## config.mk

```make
export PLATFORM = sky130hd
export DESIGN_NAME = lsu_mem_master
export DESIGN_NICKNAME = d
export VERILOG_FILES = /design/src/rtl/lsu_mem_master_pkg.sv /design/src/rtl/lsu_load_align.sv /design/src/rtl/lsu_mem_master.sv
export SDC_FILE = /design/constraint.sdc
export NUM_CORES = 1
export LEC_CHECK = 0
export ABC_CLOCK_PERIOD_IN_PS = 2800
export BUFFER_PORTS_ARGS = -buffer_cell sky130_fd_sc_hd__buf_2
export CAP_MARGIN = 10
export CORE_MARGIN = 2
export CORE_UTILIZATION = 45
export CTS_BUF_LIST = sky130_fd_sc_hd__clkbuf_8
export DETAILED_ROUTE_END_ITERATION = 16
export PLACE_DENSITY = 0.72
export SYNTH_ARGS = -nofsm -noshare
export SYNTH_HDL_FRONTEND = slang
export SYNTH_HIERARCHICAL = 1
export SYNTH_SLANG_ARGS = --single-unit
export TNS_END_PERCENT = 5
```

## constraint.sdc

```tcl
create_clock -name clk -period 2.8 [get_ports clk]
set_clock_uncertainty 0.2 [all_clocks]
set_input_delay 0.14 -clock clk [delete_from_list [all_inputs] [get_ports clk]]
set_output_delay 0.14 -clock clk [all_outputs]
set_load 0.02 [all_outputs]
```

## src/rtl/lsu_mem_master_pkg.sv

```systemverilog
// Shared width codes, byte-mask constants and FSM state encoding for the LSU memory master.
package lsu_mem_master_pkg;

    localparam int RegWidth   = 64;
    localparam int ImmWidth   = 64;
    localparam int WdtTypeCnt = 4;

    localparam logic [WdtTypeCnt-1:0] Wdt8  = 4'b0001;
    localparam logic [WdtTypeCnt-1:0] Wdt16 = 4'b0010;
    localparam logic [WdtTypeCnt-1:0] Wdt32 = 4'b0100;
    localparam logic [WdtTypeCnt-1:0] Wdt64 = 4'b1000;

    localparam logic [7:0] MaskWdt8  = 8'h01;
    localparam logic [7:0] MaskWdt16 = 8'h03;
    localparam logic [7:0] MaskWdt32 = 8'h0F;
    localparam logic [7:0] MaskWdt64 = 8'hFF;

    typedef enum logic [1:0] {
        IDLE = 2'd0,
        REQ  = 2'd1,
        WAIT = 2'd2,
        DONE = 2'd3
    } lsu_state_e;

    function automatic logic [7:0] wdt_base_mask(input logic [WdtTypeCnt-1:0] wdt);
        case (wdt)
            Wdt8:    return MaskWdt8;
            Wdt16:   return MaskWdt16;
            Wdt32:   return MaskWdt32;
            Wdt64:   return MaskWdt64;
            default: return 8'h00;
        endcase
    endfunction

    // Wdt8 can never straddle a lane, so it is always aligned.
    function automatic logic is_misaligned(input logic [WdtTypeCnt-1:0] wdt,
                                           input logic [2:0]            off);
        case (wdt)
            Wdt16:   return off[0] != 1'b0;
            Wdt32:   return off[1:0] != 2'b00;
            Wdt64:   return off != 3'b000;
            default: return 1'b0;
        endcase
    endfunction

endpackage

```

## src/rtl/lsu_load_align.sv

```systemverilog
// Combinational load lane extraction: shift the addressed bytes down, truncate, then extend.
module lsu_load_align
    import lsu_mem_master_pkg::*;
#(
    parameter int DATA_W = 64
) (
    input  logic [DATA_W-1:0]     rdata,
    input  logic [2:0]            offset,
    input  logic [WdtTypeCnt-1:0] wdt_op,
    input  logic                  sext,
    output logic [DATA_W-1:0]     result
);

    logic [DATA_W-1:0] shifted;

    always_comb begin
        shifted = rdata >> {offset, 3'b000};
        result  = shifted;
        case (wdt_op)
            Wdt8:    result = {{(DATA_W-8){sext & shifted[7]}},   shifted[7:0]};
            Wdt16:   result = {{(DATA_W-16){sext & shifted[15]}}, shifted[15:0]};
            Wdt32:   result = {{(DATA_W-32){sext & shifted[31]}}, shifted[31:0]};
            default: result = shifted;
        endcase
    end

endmodule

```

## src/rtl/lsu_mem_master.sv

```systemverilog
// Single-outstanding load/store initiator: latches one EXU access, drives a doubleword bus request,
// waits for the response (or times out) and hands a one-cycle completion to WBU.
module lsu_mem_master
    import lsu_mem_master_pkg::*;
#(
    parameter int ADDR_W  = RegWidth,
    parameter int DATA_W  = ImmWidth,
    parameter int TIMEOUT = 255
) (
    input  logic                  clk,
    input  logic                  rst,
    input  logic                  in_valid,
    output logic                  in_ready,
    input  logic                  in_is_store,
    input  logic [ADDR_W-1:0]     in_addr,
    input  logic [DATA_W-1:0]     in_wdata,
    input  logic [WdtTypeCnt-1:0] in_wdt_op,
    input  logic                  in_sext,
    output logic                  mem_req_valid,
    input  logic                  mem_req_ready,
    output logic                  mem_wen,
    output logic [ADDR_W-1:0]     mem_addr,
    output logic [DATA_W-1:0]     mem_wdata,
    output logic [7:0]            mem_wmask,
    input  logic                  mem_resp_valid,
    input  logic [DATA_W-1:0]     mem_rdata,
    output logic                  out_valid,
    output logic [DATA_W-1:0]     out_rdata,
    output logic                  out_misalign,
    output logic                  out_buserr
);

    localparam int CNT_W = $clog2(TIMEOUT + 1);

    lsu_state_e            state_q, state_d;
    logic [ADDR_W-1:0]     addr_q;
    logic [DATA_W-1:0]     wdata_q;
    logic [DATA_W-1:0]     rdata_q;
    logic [WdtTypeCnt-1:0] wdt_q;
    logic                  store_q;
    logic                  sext_q;
    logic                  misalign_q;
    logic                  buserr_q;
    logic [CNT_W-1:0]      cnt_q;
    logic                  timeout_hit;
    logic [DATA_W-1:0]     load_val;

    assign timeout_hit = (cnt_q == CNT_W'(TIMEOUT - 1));

    lsu_load_align #(.DATA_W(DATA_W)) u_load_align (
        .rdata  (rdata_q),
        .offset (addr_q[2:0]),
        .wdt_op (wdt_q),
        .sext   (sext_q),
        .result (load_val)
    );

    always_ff @(posedge clk) begin
        if (rst) begin
            state_q    <= IDLE;
            addr_q     <= '0;
            wdata_q    <= '0;
            rdata_q    <= '0;
            wdt_q      <= '0;
            store_q    <= 1'b0;
            sext_q     <= 1'b0;
            misalign_q <= 1'b0;
            buserr_q   <= 1'b0;
            cnt_q      <= '0;
        end else begin
            state_q <= state_d;
            case (state_q)
                IDLE: begin
                    if (in_valid) begin
                        addr_q     <= in_addr;
                        wdata_q    <= in_wdata;
                        wdt_q      <= in_wdt_op;
                        store_q    <= in_is_store;
                        sext_q     <= in_sext;
                        misalign_q <= is_misaligned(in_wdt_op, in_addr[2:0]);
                        buserr_q   <= 1'b0;
                        rdata_q    <= '0;
                        cnt_q      <= '0;
                    end
                end
                REQ: begin
                    if (mem_req_ready && mem_resp_valid) rdata_q <= mem_rdata;
                end
                WAIT: begin
                    // A response in the final timeout cycle still wins over the bus error.
                    if (mem_resp_valid) begin
                        rdata_q <= mem_rdata;
                    end else begin
                        cnt_q <= cnt_q + CNT_W'(1);
                        if (timeout_hit) buserr_q <= 1'b1;
                    end
                end
                DONE: cnt_q <= '0;
                default: ;
            endcase
        end
    end

    always_comb begin
        state_d       = state_q;
        in_ready      = 1'b0;
        mem_req_valid = 1'b0;
        mem_wen       = 1'b0;
        mem_addr      = '0;
        mem_wdata     = '0;
        mem_wmask     = '0;
        out_valid     = 1'b0;
        out_rdata     = '0;
        out_misalign  = 1'b0;
        out_buserr    = 1'b0;
        case (state_q)
            IDLE: begin
                in_ready = 1'b1;
                if (in_valid) state_d = is_misaligned(in_wdt_op, in_addr[2:0]) ? DONE : REQ;
            end
            REQ: begin
                mem_req_valid = 1'b1;
                mem_wen       = store_q;
                mem_addr      = {addr_q[ADDR_W-1:3], 3'b000};
                if (store_q) begin
                    mem_wmask = wdt_base_mask(wdt_q) << addr_q[2:0];
                    mem_wdata = wdata_q << {addr_q[2:0], 3'b000};
                end
                if (mem_req_ready) state_d = mem_resp_valid ? DONE : WAIT;
            end
            WAIT: begin
                if (mem_resp_valid || timeout_hit) state_d = DONE;
            end
            DONE: begin
                out_valid    = 1'b1;
                out_misalign = misalign_q;
                out_buserr   = buserr_q;
                if (!store_q && !misalign_q && !buserr_q) out_rdata = load_val;
                state_d = IDLE;
            end
            default: state_d = IDLE;
        endcase
    end

endmodule

```

==> flow_metrics.tcl <==
set metrics [dict create \
    startpoint "addr_q[1]" \
    synth_seq_cells 210 \
    pwr-share-seq 0.297 \
    ant_nets 0 \
    hp-class "in2reg" \
    synth.distinct_cells 77 \
    area.sequential_sq_um 4220 \
    num_rows 63 \
    io_pins 409 \
    clk-insertion-delay-late_ps 530 \
    antenna_found_initial 2 \
    critPathKind "reg2out" \
    cts_sinks 210 \
    hold_violations 0 \
    drive_gt1_frac 0.319 \
    synth_edf_count 0 \
    layout_commonest_cell "nand2_1" \
    numCtsBuffers 39 \
    clk_pin_slew_ps 60 \
    netlist_instances 1679 \
    max_slew_margin 0.546 \
    die_w_um 178 \
    cts_tree "built" \
    cp-start-kind "flop" \
    fin_nets 2485 \
    rsz0062_at_grt "yes" \
    routed_wl_mm 55.7 \
    final_cell_count_no_fill 2693 \
    clockPowerShare 0.210 \
    wl_per_cell_um 20.7 \
    overflow 0 \
    multi_input_area_sq_um 8640 \
    status "finished, violations left" \
    p_leak_nw 8.30 \
    die_h_um 178 \
    finalWeightedCongestion 0.964 \
    vias_per_cell 5.81 \
    synth_top_area_frac 0.308 \
    holdWs_ps 23.8 \
    end_kind "primary output" \
    worstPathArrival_ps 2490 \
    ys_seq_area_frac 0.308 \
    firstDrtPassIters 8 \
    setup_viol 8 \
    grt_pass1_wl_mm 82.8 \
    slew_violations 0 \
    ctsHtreeMaxLevel 2 \
    dp_hpwl_mm 34.4 \
    synth.avg_cell_area_sq_um 8.13 \
    start_util 0.459 \
    min_path_cells 4 \
    violations "setup timing" \
    drc 0 \
    powerDensity_nw_per_um2 756 \
    num_vias 15600 \
    most-common-layout-cells "nand2_1 (394), buf_2 (356), dlygate4sd3_1 (236), dfxtp_1 (203), a21oi_1 (197)" \
    r2r_start "state_q[0]" \
    synth_area_sq_um 13700 \
    comb_power_share 0.493 \
    yosys.area.top_type "dfxtp_1" \
    crit_required_ps 2460 \
    syn_to_final_growth_pct 43.6 \
    p_int_w 0.00827 \
    drv_cap 0 \
    place_ws_ps 195 \
    swShare 0.442 \
    drtIter0Drc 1516 \
    fin_crit_ps 2830 \
    cts_root_buffer "clkbuf_8" \
    max_freq_mhz 353 \
    worstMarginPinSlew_ps 681 \
    dieArea_sq_um 31700 \
    path_max_fanout 14 \
    yosys-top-cells-area "dfxtp_1 (31%), nand2_1 (11%), mux4_2 (9.7%), a21oi_1 (7.3%), and2_1 (6.8%)" \
    worst_slack_ps -30.9 \
    grt_max_degree 88 \
    peakVddDrop_uv 780 \
    finalSetupTns_ps -91.8 \
    holdPathEnd "wdata_q[19]" \
    fillerInstances 2250 \
    grt_pass1_vias 15300 \
    r2r_slack_ps 70 \
    power.total_w 0.0148 \
    async_flop_share 0 \
    ys_warn_count 6 \
    hp-start "in_valid" \
    clockBufferDepth 3 \
    yosys_most_used_dff "dfxtp_1" \
    worstReg2RegEnd "addr_q[37]" \
    power_switching_w 0.00656 \
    grt_usage 0.332 \
    core_sq_um 29700 \
    io_buffers 405 \
    final.period_utilization 1.01 \
    dp.cells 2367 \
    r2r_cells 7 \
]
## critical path: stages, from the launching register on
cell and delay, ps:
dfxtp_4 400, clkbuf_4 240, buf_6 230, mux2i_1 100
o2bb2ai_1 380, mux2i_1 180, o21ai_2 150, and2_1 160
buf_6 120
## logic make-up after synthesis
logic type / count (synthesis) / synth area share
simple gates: 794 / 0.293
compound gates: 347 / 0.158
flops: 210 / 0.308
buf+inv: 179 / 0.0754
mux: 136 / 0.156
fa+ha+maj: 7 / 0.00642
xor+xnor: 5 / 0.00321
other cells: 1 / 0.000275
## layout make-up
class	count	area share
repair buffers	710	0.275
flip-flops and latches	210	0.215
well taps	390	0.0249
diodes	1	0.000128
clock buffers	48	0.0337
inverters	16	0.00306
multi-input cells	1298	0.440
clock inverters	20	0.00747
## registers in the layout, indices dropped and copies added (netlist names)
signal / count
addr_q: 64
buserr_q: 1
cnt_q: 8
misalign_q: 1
rdata_q: 64
sext_q: 1
state_q: 2
store_q: 1
wdata_q: 64
wdt_q: 4
## cell usage after synthesis, drive strengths merged, types with 2 or more instances
cell type,count
nor3,5
nand4,37
o41ai,2
nor4,3
dfxtp,210
o221ai,2
nand2b,14
and2,148
or4,2
o21ai,45
and3,9
nor2,47
a22o,7
mux2,19
nor2b,23
nor3b,2
buf,101
a21oi,229
nand2,396
o22a,2
or3,4
nor4b,6
o211ai,14
and3b,2
mux4,59
xnor2,3
inv,16
a211oi,3
a2111oi,2
a22oi,9
o2bb2ai,17
nand3,91
ha,7
xor2,2
mux2i,58
clkbuf,62
## worst max path at each step
stage,to,cells after the start
CTS,out_rdata[23],7
detailed placement,out_rdata[13],6
global placement,out_rdata[23],6
global route,out_rdata[53],8
finish,out_rdata[13],8
floorplan,mem_wmask[0],9
## per-stage QoR
step,util,instance area (sq um)
CTS,0.651,19300
detailed placement,0.532,15800
floorplan,-,13700
global route,0.660,19600
finish,0.660,19600
global placement,0.532,15800
## layer usage
layer,wire length [um],track usage,share of wire,vias to the layer above
li1,-,-,-,7034
met1,20400,0.390,0.37,7325
met2,26900,0.571,0.48,1051
met3,5430,0.0752,0.098,229
met4,2900,0.162,0.052,2
met5,13,0,0.00023,-
## repair_timing
item                                   in CTS  in global routing
pin swaps                                   6                 12
gates resized for setup                    81                 53
buffers inserted                           10                  2
gates cloned                                5                  4
endpoints found under the hold margin     208                  0
hold buffers                              236                  0
setup endpoints to repair                  86                142
## power groups by stage
stage	clock, W	sequential (W)	combinational [W]
global route	0.00328	0.00445	0.00783
finish	0.00311	0.00441	0.00731
global placement	0	0.00438	0.00628
floorplan	0	0.00406	0.00519
CTS	0.00315	0.00434	0.00690
detailed placement	0	0.00441	0.00636
(Power assumes the default switching activity.)
